`src/rtl/alu_pkg.sv`:
```
// +------------------------------------------------------------------------+
// | alu_pkg: ALU control codes, RV32I opcode/funct constants, decode types |
// | Revision: 1.0                                                          |
// +------------------------------------------------------------------------+
`default_nettype none

package alu_pkg;

    typedef enum logic [3:0] {
        ALU_ADD  = 4'b0000,
        ALU_SUB  = 4'b0001,
        ALU_SLL  = 4'b0010,
        ALU_SLT  = 4'b0011,
        ALU_SLTU = 4'b0100,
        ALU_XOR  = 4'b0101,
        ALU_SRL  = 4'b0110,
        ALU_SRA  = 4'b0111,
        ALU_OR   = 4'b1000,
        ALU_AND  = 4'b1001
    } alu_op_e;

    localparam logic [6:0] OPC_OP     = 7'b0110011;
    localparam logic [6:0] OPC_OP_IMM = 7'b0010011;
    localparam logic [6:0] OPC_LUI    = 7'b0110111;
    localparam logic [6:0] OPC_AUIPC  = 7'b0010111;
    localparam logic [6:0] OPC_LOAD   = 7'b0000011;
    localparam logic [6:0] OPC_STORE  = 7'b0100011;
    localparam logic [6:0] OPC_JAL    = 7'b1101111;
    localparam logic [6:0] OPC_JALR   = 7'b1100111;
    localparam logic [6:0] OPC_BRANCH = 7'b1100011;

    localparam logic [2:0] F3_ADD_SUB = 3'b000;
    localparam logic [2:0] F3_SLL     = 3'b001;
    localparam logic [2:0] F3_SLT     = 3'b010;
    localparam logic [2:0] F3_SLTU    = 3'b011;
    localparam logic [2:0] F3_XOR     = 3'b100;
    localparam logic [2:0] F3_SRL_SRA = 3'b101;
    localparam logic [2:0] F3_OR      = 3'b110;
    localparam logic [2:0] F3_AND     = 3'b111;

    localparam logic [2:0] F3_BEQ  = 3'b000;
    localparam logic [2:0] F3_BNE  = 3'b001;
    localparam logic [2:0] F3_BLT  = 3'b100;
    localparam logic [2:0] F3_BGE  = 3'b101;
    localparam logic [2:0] F3_BLTU = 3'b110;
    localparam logic [2:0] F3_BGEU = 3'b111;

    localparam logic [6:0] F7_BASE = 7'h00;
    localparam logic [6:0] F7_ALT  = 7'h20;

    typedef struct packed {
        alu_op_e alu_op;
        logic    reg_write;
        logic    mem_read;
        logic    mem_write;
        logic    jump;
        logic    jalr;
        logic    branch;
        logic    branch_on_zero;
    } ctrl_t;

    // OP / OP-IMM arithmetic mapping; alt selects sub/sra where applicable
    function automatic alu_op_e arith_op(input logic [2:0] f3, input logic alt);
        alu_op_e op;
        case (f3)
            F3_ADD_SUB: op = alt ? ALU_SUB : ALU_ADD;
            F3_SLL:     op = ALU_SLL;
            F3_SLT:     op = ALU_SLT;
            F3_SLTU:    op = ALU_SLTU;
            F3_XOR:     op = ALU_XOR;
            F3_SRL_SRA: op = alt ? ALU_SRA : ALU_SRL;
            F3_OR:      op = ALU_OR;
            default:    op = ALU_AND;
        endcase
        return op;
    endfunction

endpackage

`default_nettype wire

```
`src/rtl/imm_gen.sv`:
```
// +------------------------------------------------------------------------+
// | imm_gen: combinational I/S/B/U/J immediate sign-extension              |
// | Revision: 1.0                                                          |
// +------------------------------------------------------------------------+
`default_nettype none

module imm_gen #(
    parameter int DATA_WIDTH = 32
) (
    input  logic [31:7]           iInstr,
    output logic [DATA_WIDTH-1:0] oImmI,
    output logic [DATA_WIDTH-1:0] oImmS,
    output logic [DATA_WIDTH-1:0] oImmB,
    output logic [DATA_WIDTH-1:0] oImmU,
    output logic [DATA_WIDTH-1:0] oImmJ
);

    logic [31:0] imm_i;
    logic [31:0] imm_s;
    logic [31:0] imm_b;
    logic [31:0] imm_u;
    logic [31:0] imm_j;

    assign imm_i = {{20{iInstr[31]}}, iInstr[31:20]};
    assign imm_s = {{20{iInstr[31]}}, iInstr[31:25], iInstr[11:7]};
    assign imm_b = {{19{iInstr[31]}}, iInstr[31], iInstr[7], iInstr[30:25], iInstr[11:8], 1'b0};
    assign imm_u = {iInstr[31:12], 12'h000};
    assign imm_j = {{11{iInstr[31]}}, iInstr[31], iInstr[19:12], iInstr[20], iInstr[30:21], 1'b0};

    // Widen to the datapath width keeping the sign
    assign oImmI = DATA_WIDTH'($signed(imm_i));
    assign oImmS = DATA_WIDTH'($signed(imm_s));
    assign oImmB = DATA_WIDTH'($signed(imm_b));
    assign oImmU = DATA_WIDTH'($signed(imm_u));
    assign oImmJ = DATA_WIDTH'($signed(imm_j));

endmodule

`default_nettype wire

```
`src/rtl/alu_issue.sv`:
```
// +------------------------------------------------------------------------+
// | alu_issue: RV32I decode/issue into the decode->execute register        |
// | Optional: ALU_ISSUE_ILLEGAL_EN adds the oIllegal output.               |
// | Revision: 1.0                                                          |
// +------------------------------------------------------------------------+
`default_nettype none

module alu_issue
    import alu_pkg::*;
#(
    parameter int DATA_WIDTH = 32,
    parameter int OP_WIDTH   = 4
) (
    input  logic                  iClk,
    input  logic                  iRst,
    input  logic                  iValid,
    output logic                  oReady,
    input  logic [31:0]           iInstr,
    input  logic [DATA_WIDTH-1:0] iPc,
    input  logic [DATA_WIDTH-1:0] iRs1Data,
    input  logic [DATA_WIDTH-1:0] iRs2Data,
    input  logic                  iFlush,
    output logic                  oValid,
    input  logic                  iReady,
    output logic [OP_WIDTH-1:0]   oAluControl,
    output logic [DATA_WIDTH-1:0] oAluOp1,
    output logic [DATA_WIDTH-1:0] oAluOp2,
    output logic [DATA_WIDTH-1:0] oImm,
    output logic [DATA_WIDTH-1:0] oStoreData,
    output logic [DATA_WIDTH-1:0] oPc,
    output logic [4:0]            oRd,
    output logic                  oRegWrite,
    output logic                  oMemRead,
    output logic                  oMemWrite,
    output logic                  oJump,
    output logic                  oJalr,
    output logic                  oBranch,
    output logic                  oBranchOnZero,
    output logic [2:0]            oFunct3
`ifdef ALU_ISSUE_ILLEGAL_EN
    ,
    output logic                  oIllegal
`endif
);

    logic [6:0] opcode;
    logic [2:0] funct3;
    logic [6:0] funct7;
    logic [4:0] rd;
    logic       is_shift;
    logic       load_en;

    logic [DATA_WIDTH-1:0] imm_i, imm_s, imm_b, imm_u, imm_j;
    logic [DATA_WIDTH-1:0] shamt;

    ctrl_t                 ctrl_d, ctrl_q;
    logic                  illegal_d;
    logic [DATA_WIDTH-1:0] op1_d, op2_d, imm_d;
    logic                  valid_q;
    logic [DATA_WIDTH-1:0] op1_q, op2_q, imm_q, store_q, pc_q;
    logic [4:0]            rd_q;
    logic [2:0]            funct3_q;

    assign opcode   = iInstr[6:0];
    assign funct3   = iInstr[14:12];
    assign funct7   = iInstr[31:25];
    assign rd       = iInstr[11:7];
    assign is_shift = (funct3 == F3_SLL) || (funct3 == F3_SRL_SRA);
    assign shamt    = DATA_WIDTH'(iInstr[24:20]);

    assign oReady  = !valid_q || iReady;
    assign load_en = iValid && oReady;

    imm_gen #(
        .DATA_WIDTH (DATA_WIDTH)
    ) u_imm_gen (
        .iInstr (iInstr[31:7]),
        .oImmI  (imm_i),
        .oImmS  (imm_s),
        .oImmB  (imm_b),
        .oImmU  (imm_u),
        .oImmJ  (imm_j)
    );

    always_comb begin
        ctrl_d        = '0;
        ctrl_d.alu_op = ALU_ADD;
        illegal_d     = 1'b0;
        op1_d         = '0;
        op2_d         = '0;
        imm_d         = '0;
        case (opcode)
            OPC_OP: begin
                ctrl_d.alu_op    = arith_op(funct3, funct7[5]);
                ctrl_d.reg_write = 1'b1;
                op1_d            = iRs1Data;
                op2_d            = is_shift ? DATA_WIDTH'(iRs2Data[4:0]) : iRs2Data;
                illegal_d        = !((funct7 == F7_BASE) ||
                                     ((funct7 == F7_ALT) &&
                                      ((funct3 == F3_ADD_SUB) || (funct3 == F3_SRL_SRA))));
            end
            OPC_OP_IMM: begin
                // addi has no subtract form; only srai uses the alternate bit
                ctrl_d.alu_op    = arith_op(funct3, (funct3 == F3_SRL_SRA) && funct7[5]);
                ctrl_d.reg_write = 1'b1;
                op1_d            = iRs1Data;
                op2_d            = is_shift ? shamt : imm_i;
                imm_d            = imm_i;
                if (funct3 == F3_SLL) begin
                    illegal_d = (funct7 != F7_BASE);
                end else if (funct3 == F3_SRL_SRA) begin
                    illegal_d = (funct7 != F7_BASE) && (funct7 != F7_ALT);
                end
            end
            OPC_LUI: begin
                ctrl_d.reg_write = 1'b1;
                op2_d            = imm_u;
                imm_d            = imm_u;
            end
            OPC_AUIPC: begin
                ctrl_d.reg_write = 1'b1;
                op1_d            = iPc;
                op2_d            = imm_u;
                imm_d            = imm_u;
            end
            OPC_LOAD: begin
                ctrl_d.reg_write = 1'b1;
                ctrl_d.mem_read  = 1'b1;
                op1_d            = iRs1Data;
                op2_d            = imm_i;
                imm_d            = imm_i;
                illegal_d        = (funct3 == 3'b011) || (funct3[2:1] == 2'b11);
            end
            OPC_STORE: begin
                ctrl_d.mem_write = 1'b1;
                op1_d            = iRs1Data;
                op2_d            = imm_s;
                imm_d            = imm_s;
                illegal_d        = (funct3 >= 3'b011);
            end
            OPC_JAL, OPC_JALR: begin
                ctrl_d.reg_write = 1'b1;
                ctrl_d.jump      = 1'b1;
                ctrl_d.jalr      = (opcode == OPC_JALR);
                op1_d            = iPc;
                op2_d            = DATA_WIDTH'(4);
                imm_d            = (opcode == OPC_JALR) ? imm_i : imm_j;
            end
            OPC_BRANCH: begin
                case (funct3)
                    F3_BEQ, F3_BNE: ctrl_d.alu_op = ALU_SUB;
                    F3_BLT, F3_BGE: ctrl_d.alu_op = ALU_SLT;
                    default:        ctrl_d.alu_op = ALU_SLTU;
                endcase
                ctrl_d.branch         = 1'b1;
                ctrl_d.branch_on_zero = (funct3 == F3_BEQ) || (funct3 == F3_BGE) ||
                                        (funct3 == F3_BGEU);
                op1_d                 = iRs1Data;
                op2_d                 = iRs2Data;
                imm_d                 = imm_b;
                illegal_d             = (funct3[2:1] == 2'b01);
            end
            default: illegal_d = 1'b1;
        endcase

        // Illegal encodings degrade to an add with every side effect removed
        if (illegal_d) begin
            ctrl_d        = '0;
            ctrl_d.alu_op = ALU_ADD;
            op1_d         = '0;
            op2_d         = '0;
            imm_d         = '0;
        end
        if (rd == 5'd0) begin
            ctrl_d.reg_write = 1'b0;
        end
    end

    always_ff @(posedge iClk) begin
        if (iRst) begin
            valid_q       <= 1'b0;
            ctrl_q        <= '0;
            op1_q         <= '0;
            op2_q         <= '0;
            imm_q         <= '0;
            store_q       <= '0;
            pc_q          <= '0;
            rd_q          <= '0;
            funct3_q      <= '0;
        end else begin
            if (iFlush) begin
                valid_q <= 1'b0;
            end else if (load_en) begin
                valid_q <= 1'b1;
            end else if (iReady) begin
                valid_q <= 1'b0;
            end
            if (load_en && !iFlush) begin
                ctrl_q   <= ctrl_d;
                op1_q    <= op1_d;
                op2_q    <= op2_d;
                imm_q    <= imm_d;
                store_q  <= iRs2Data;
                pc_q     <= iPc;
                rd_q     <= rd;
                funct3_q <= funct3;
            end
        end
    end

`ifdef ALU_ISSUE_ILLEGAL_EN
    logic illegal_q;

    always_ff @(posedge iClk) begin
        if (iRst) begin
            illegal_q <= 1'b0;
        end else if (load_en && !iFlush) begin
            illegal_q <= illegal_d;
        end
    end

    assign oIllegal = illegal_q;
`endif

    assign oValid        = valid_q;
    assign oAluControl   = OP_WIDTH'(ctrl_q.alu_op);
    assign oAluOp1       = op1_q;
    assign oAluOp2       = op2_q;
    assign oImm          = imm_q;
    assign oStoreData    = store_q;
    assign oPc           = pc_q;
    assign oRd           = rd_q;
    assign oRegWrite     = ctrl_q.reg_write;
    assign oMemRead      = ctrl_q.mem_read;
    assign oMemWrite     = ctrl_q.mem_write;
    assign oJump         = ctrl_q.jump;
    assign oJalr         = ctrl_q.jalr;
    assign oBranch       = ctrl_q.branch;
    assign oBranchOnZero = ctrl_q.branch_on_zero;
    assign oFunct3       = funct3_q;

endmodule

`default_nettype wire

```
`config.mk`:
```
export PLATFORM = sky130hd
export DESIGN_NAME = alu_issue
export DESIGN_NICKNAME = d
export VERILOG_FILES = /design/src/rtl/alu_pkg.sv /design/src/rtl/imm_gen.sv /design/src/rtl/alu_issue.sv
export SDC_FILE = /design/constraint.sdc
export NUM_CORES = 1
export LEC_CHECK = 0
export BUFFER_PORTS_ARGS = -buffer_cell sky130_fd_sc_hd__buf_2
export CAP_MARGIN = 20
export CORE_MARGIN = 2
export CORE_UTILIZATION = 45
export DETAILED_ROUTE_END_ITERATION = 6
export GPL_TIMING_DRIVEN = 0
export PLACE_DENSITY = 0.77
export RECOVER_POWER = 50
export SYNTH_ARGS = -nofsm -noshare
export SYNTH_HDL_FRONTEND = slang
export SYNTH_SLANG_ARGS = --single-unit
```
`constraint.sdc`:
```
create_clock -name iClk -period 2.5 [get_ports iClk]
set_clock_uncertainty 0.2 [all_clocks]
set_input_delay 0.375 -clock iClk [delete_from_list [all_inputs] [get_ports iClk]]
set_output_delay 0.375 -clock iClk [all_outputs]
set_load 0.02 [all_outputs]
```
==> results of run 1 <==
-- cell type report --
type,instances,area (um^2)
fillers,1481,5766
multi-input cells,619,3242
inverters,3,11.26
repair buffers,364,1864
well taps,216,270.3
clock buffers,20,466.7
clock inverters,12,167.7
diodes,2,5.005
flip-flops and latches,180,3603
plain buffers,73,316.6
-- timing repair --
action / in CTS / in global routing
gates resized for setup: 8 / 25
setup buffers: 2 / 2
hold buffers: 51 / 0
pin swaps: 1 / 2
endpoints found under the setup margin: 107 / 71
endpoints found under the hold margin: 51 / 0
-- metal layers --
layer	GRT usage	share of wire	wire, um	up-vias
li1	-	-	-	3861
met1	0.4077	0.43	11660	3776
met2	0.4549	0.45	12040	423
met3	0.06109	0.075	2003	89
met4	0.1455	0.042	1131	0
met5	0	0	0	-
-- logic make-up (layout without fill, tap and decap cells) --
logic type | after synthesis | count (layout)
and+or+nand+nor | 319 | 319
AOI/OAI and AO/OA | 297 | 297
DFF | 180 | 180
buffers and inverters | 77 | 472
muxes | 3 | 3
other | 0 | 2
-- Yosys cell counts (3+ instances only) --
cell type,n
nor3b_1,3
a221oi_1,21
dfxtp_1,180
a22o_1,3
inv_1,3
a211o_1,3
or2_2,3
nand3_1,5
nor2_1,16
o31ai_1,7
nor2b_1,5
nand2_1,262
nor3_1,4
a22oi_1,42
nand2b_1,5
o21ai_1,3
a32o_1,18
clkbuf_1,58
a21oi_1,93
nand3b_1,5
buf_2,15
o21ai_0,85
nand4b_1,3
a31oi_1,6
-- stage by stage --
step                TNS (ps)  utilization  std cells  hold WS (ps)
floorplan                  0            -        876         254.3
global placement      -57020       0.5702       1401         229.5
detailed placement    -63190       0.5702       1401         236.0
CTS                        0       0.6450       1485        0.1769
global route               0       0.6329       1488         12.66
finish                     0       0.6331       1489         8.328
-- registers in the layout, summed over array words and instances (netlist names), 3 cells and up --
name         flops
oImm            32
oRd              5
oStoreData      32
oAluControl      4
oAluOp1         32
oPc             32
oAluOp2         32
oFunct3          3
-- critical path, cell delays in order --
cell and delay, ps:
buf_2 140, or4_1 580, o221ai_1 220, nand4b_1 230, a211o_1 410, buf_4 220, clkbuf_4 210, o21ai_0 180
-- layout by cell type (no fill, tap or decap), types with 3 or more instances in the layout --
cell	instances
nand2_1	262
o31ai_2	3
clkbuf_16	17
nand3_1	5
bufinv_16	3
inv_1	3
nor2_1	15
or2_2	3
dlygate4sd3_1	51
o31ai_1	6
nor2b_1	5
a22o_1	3
o21ai_1	16
o21ai_0	72
buf_2	144
a32o_1	18
clkbuf_2	9
clkinv_4	3
a211o_1	3
a22oi_1	42
nor3b_1	3
a221oi_1	21
nand4b_1	3
nand2b_1	5
a31oi_1	6
a21oi_1	93
clkbuf_1	226
dfxtp_1	180
nor3_1	4
buf_4	5
clkbuf_8	3
nand3b_1	5
-- report_power, final --
| group | total, mW | switching, mW | internal [mW] | leakage, nW |
|---|---|---|---|---|
| logic | 0.701 | 0.448 | 0.253 | 1.90 |
| clock network | 2.85 | 1.18 | 1.67 | 0.307 |
| registers | 2.95 | 0.0276 | 2.92 | 1.46 |
-- path summary, 6_finish.rpt --
kind                            startpoint    endpoint  slack, ps  cells after the start
worst min register to register    oImm[24]    oImm[24]        250                      2
worst min-delay path                iPc[2]      oPc[2]          8                      3
worst max register to register      oValid  oAluOp1[5]         80                      9
worst max-delay path            iInstr[25]  oAluOp1[5]         80                      8
==> key figures, run 1 <==
Clock network
  • CTS tree: done
  • Clock root buffer: clkbuf_16
  • Num CTS Buffers: 17
  • Clock latency on the worst-skew pair: 420 ps
  • Clock sinks: 180
  • H-Tree Level Count: 4
  • Clock Tree Buf Depth: 2
  • Clk pin slew, worst setup/hold paths: 70 ps

Synthesis
  • Netlist cell types: 46
  • Synth Area in Adders: 0
  • Top cell type's share of synthesized area: 0.5045
  • Syn Area/Cell: 8.154 um^2
  • Post-synth EDFFs: 0
  • Mapped Nets: 1009
  • Seq cells post-synth: between 150 and 200
  • Sequential fraction of the synthesis area: 0.5045
  • Synth top area cells: dfxtp_1 (50%), nand2_1 (14%), a21oi_1 (6.5%), o21ai_0 (6.0%), a22oi_1 (4.4%)
  • Complex-gate fraction of the synthesized area: 0.2617
  • Synth Warn #: 0
  • Main combinational cell family by area after synthesis: compound AO/OA/AOI/OAI gates
  • Synth Area in Simple Gates: 0.1853
  • Ys async rst share: 0
  • Main synth FF type: dfxtp_1
  • Dominant cell type by area after synthesis: dfxtp_1
  • Mapped cell area: 0.007143 mm^2
  • Synth Instances: around 880
  • Post-Synth XOR/XNOR Area: 0
  • Multiplexer area fraction after synthesis: 0.004379

Floorplan
  • Starting density of the core: 0.4546
  • Die Span Y: 130.0 um
  • Core area: about 0.016 mm^2
  • Die W: 130.0 um
  • I/O Pins: between 300 and 400
  • Cell Rows: 46
  • Die ar.: 0.01690 mm^2

Global route
  • Pin count of the biggest net entering global routing: 17
  • Total GRT Usage: 0.2993
  • Number of global-route vias before repair: 7250
  • Initial antenna violation count: 1
  • Global-route wire length before repair: 39030 um
  • Gr ovfl total: 0

Final layout
  • P&R area growth vs syn: 39.25%
  • Share of cells above drive strength 1: 0.1581
  • Final instance area: 0.009947 mm^2
  • Final net count: 1391

Pwr
  • Maximum VDD drop: 530.5 uV
  • Pwr Total: about 6.5 mW
  • Pwr dens: 653.8 mW/mm^2
  • LEAKAGE: roughly 3.7 nW

Routing
  • Vias after detailed routing: ~8100
  • First DRT Iteration DRCs: between 700 and 800
  • Post-DRT Antenna Nets: 0
  • DRC viols: 0
  • DR WL/cell: 18.03 um
  • Final WL: 26840 um
  • Pre-Repair DR Iteration Count: 5
  • Vias per cell: 5.473

Status
  • Status: complete, no violations

STA
  • Final setup viols: 0
  • Post-layout minimum cycle time: around 2400 ps
  • Pins Over Slew Limit: 0
  • Relative slew slack: 0.4729
  • RSZ-0062 raised after global routing: false
  • Final hold vios: 0
  • Worst-margin pin slew: between 700 and 800 ps
  • Fmax achieved: around 0.41 GHz
  • Worst setup margin: 81.37 ps
  • Final Cycle Share: 0.9675

Place
  • Dpl cell area: between 0.008 and 0.009 mm^2
  • RD Place Congestion: 0.9327
  • DP HPWL: 18970 um
  • Worst slack at placement: -1006 ps
  • Port-buffer cells: 309

Setup path
  • Setup crit start kind: primary input
  • Worst EP required: 2650 ps
  • WS Path Type: primary input to flop
  • Setup crit end kind: flop
  • CP Max Fanout: 10
  • CP arrival: 2570 ps

Run
  • Max cap viols: 0

Worst hold path
  • Min-delay worst type: primary input to flop
Note: power is estimated with default switching activity, not from simulation.
==> run 2: changes to the inputs <==
--- a/config.mk
+++ b/config.mk
@@ -8,10 +8,10 @@
 export BUFFER_PORTS_ARGS = -buffer_cell sky130_fd_sc_hd__buf_2
 export CAP_MARGIN = 20
 export CORE_MARGIN = 2
-export CORE_UTILIZATION = 45
+export CORE_UTILIZATION = 47
 export DETAILED_ROUTE_END_ITERATION = 6
 export GPL_TIMING_DRIVEN = 0
-export PLACE_DENSITY = 0.77
+export PLACE_DENSITY = 0.79
 export RECOVER_POWER = 50
 export SYNTH_ARGS = -nofsm -noshare
 export SYNTH_HDL_FRONTEND = slang
==> run 2 against run 1 <==
Effect of this change: clock power down 3%; die area down 4.1%; hold slack worse by 2.2 ps; critical endpoint is now oAluOp2[21]; critical path depth unchanged; largest cell class unchanged; highest routed layer unchanged; utilization up 2.0 points.
==> key figures, run 2 (synthesis gave the netlist of run 1 again) <==
Place
  • Worst slack at placement: -919.0 ps
  • Port-buffer cells: 309
  • DP HPWL: 19080 um
  • Placed cell count: 1373
  • Dpl cell area: 0.008925 mm^2
  • RD Place Congestion: ~0.97

Clock network
  • Clock root buffer: clkbuf_16
  • Clock sinks: between 150 and 200
  • Num CTS Buffers: 17
  • Clock latency on the worst-skew pair: 430 ps
  • Clock Tree Buf Depth: 2
  • CTS tree: done
  • H-Tree Level Count: 4
  • Clk pin slew, worst setup/hold paths: 70 ps

Worst hold path
  • Hold Path Depth: 3
  • Min-delay worst type: primary input to flop
  • Hold EP: oStoreData[13]
  • Min-delay src: iRs2Data[13]

Global route
  • Gr ovfl total: 0
  • Global-route wire length before repair: 40380 um
  • Pin count of the biggest net entering global routing: 17
  • Initial antenna violation count: 3
  • Number of global-route vias before repair: 7435
  • Total GRT Usage: 0.3183

Floorplan
  • Die W: 127.3 um
  • Cell Rows: 45
  • Core area: around 0.015 mm^2
  • Starting density of the core: 0.4752
  • Die Span Y: about 130 um
  • Die ar.: 0.01620 mm^2
  • I/O Pins: 314

STA
  • WHS: 6.150 ps
  • Pins Over Slew Limit: 0
  • RSZ-0062 raised after global routing: true
  • Final setup viols: 0
  • Final hold vios: 0
  • Final Cycle Share: 0.9857
  • Worst-margin pin slew: 873.3 ps
  • Post-layout minimum cycle time: approximately 2500 ps
  • Fmax achieved: 0.4058 GHz
  • Worst setup margin: around 36 ps
  • Relative slew slack: 0.4178

Routing
  • Final WL: 26960 um
  • DRC viols: 0
  • Pre-Repair DR Iteration Count: 5
  • First DRT Iteration DRCs: 717
  • Vias after detailed routing: 8193
  • DR WL/cell: roughly 19 um
  • Post-DRT Antenna Nets: 0
  • Vias per cell: 5.635

Final layout
  • Final non-filler cell total: between 1000 and 1500
  • Share of cells above drive strength 1: 0.1584
  • P&R area growth vs syn: 37.36%
  • Final instance area: slightly below 0.01 mm^2
  • Most frequent cells in the layout: nand2_1 (262), clkbuf_1 (225), dfxtp_1 (180)
  • Commonest non-fill, non-tap cell in the layout: nand2_1
  • Final net count: 1383

Setup path
  • Reg-to-reg slack, setup: between 30 and 40 ps
  • WS Path Type: flop to flop
  • CP Max Fanout: 10
  • Setup crit start kind: flop
  • R2R depth: 8
  • FF-to-FF End: oAluOp2[21]
  • Setup crit end kind: flop
  • CP arrival: 2610 ps
  • Critical R2R Launch: oValid
  • Worst EP required: 2650 ps

Status
  • Status: complete, no violations

Pwr
  • Pwr Total: 6.412 mW
  • Maximum VDD drop: 446.7 uV
  • Pwr dens: ~650 mW/mm^2
  • LEAKAGE: 3.629 nW

Run
  • Max cap viols: 0
## run 2: what timing repair did
item                       CTS  global route
resized for setup            8            22
setup endpoints to repair  107            69
cloned                       0             0
hold endpoints to repair    44             0
hold buffers                44             0
buffers inserted             1             2
pin swaps                    2             2
## run 2: per-stage QoR
step | TNS [ps] | util
after CTS | 0 | 0.6650
final | 0 | 0.6527
after global placement | -56450 | 0.5937
after detailed placement | -59840 | 0.5937
after floorplan | 0 | -
after global routing | -75.99 | 0.6524
## run 2: worst max-delay path: stages (launching register included)
cell and delay, ps:
dfxtp_1 300, nor2b_1 150, inv_1 70, nand3b_1 230
a2111o_1 430, a211o_1 350, buf_4 210, buf_2 210
o21ai_0 220
## run 2: worst max path at each step
stage                    from              to  cells past startpoint
floorplan              oValid  oAluControl[1]                      9
global placement       iReady   oBranchOnZero                      9
detailed placement     iReady   oBranchOnZero                      9
CTS                    oValid     oAluOp2[21]                      8
global route        iInstr[3]     oAluOp2[10]                      8
finish                 oValid     oAluOp2[21]                      8
## run 2: layer usage
layer / track usage / routed length [um] / up-vias
met5: 0 / 0 / -
met4: 0.1558 / 1129 / 0
met3: 0.06951 / 1899 / 82
met2: 0.4876 / 12320 / 422
met1: 0.4268 / 11610 / 3839
li1: - / - / 3850
## run 2: layout make-up
class | count | area [um^2]
fillers | 1420 | 5221
flip-flops and latches | 180 | 3603
multi-input cells | 619 | 3242
repair buffers | 356 | 1785
clock buffers | 20 | 466.7
plain buffers | 73 | 317.8
well taps | 188 | 235.2
clock inverters | 12 | 142.6
inverters | 3 | 11.26
diodes | 3 | 7.507
## run 2: report_power, final
part / switching [mW] / internal [mW] / leakage [nW]
clock network: 1.20 / 1.58 / 0.304
logic: 0.448 / 0.244 / 1.87
registers: 0.0277 / 2.92 / 1.46
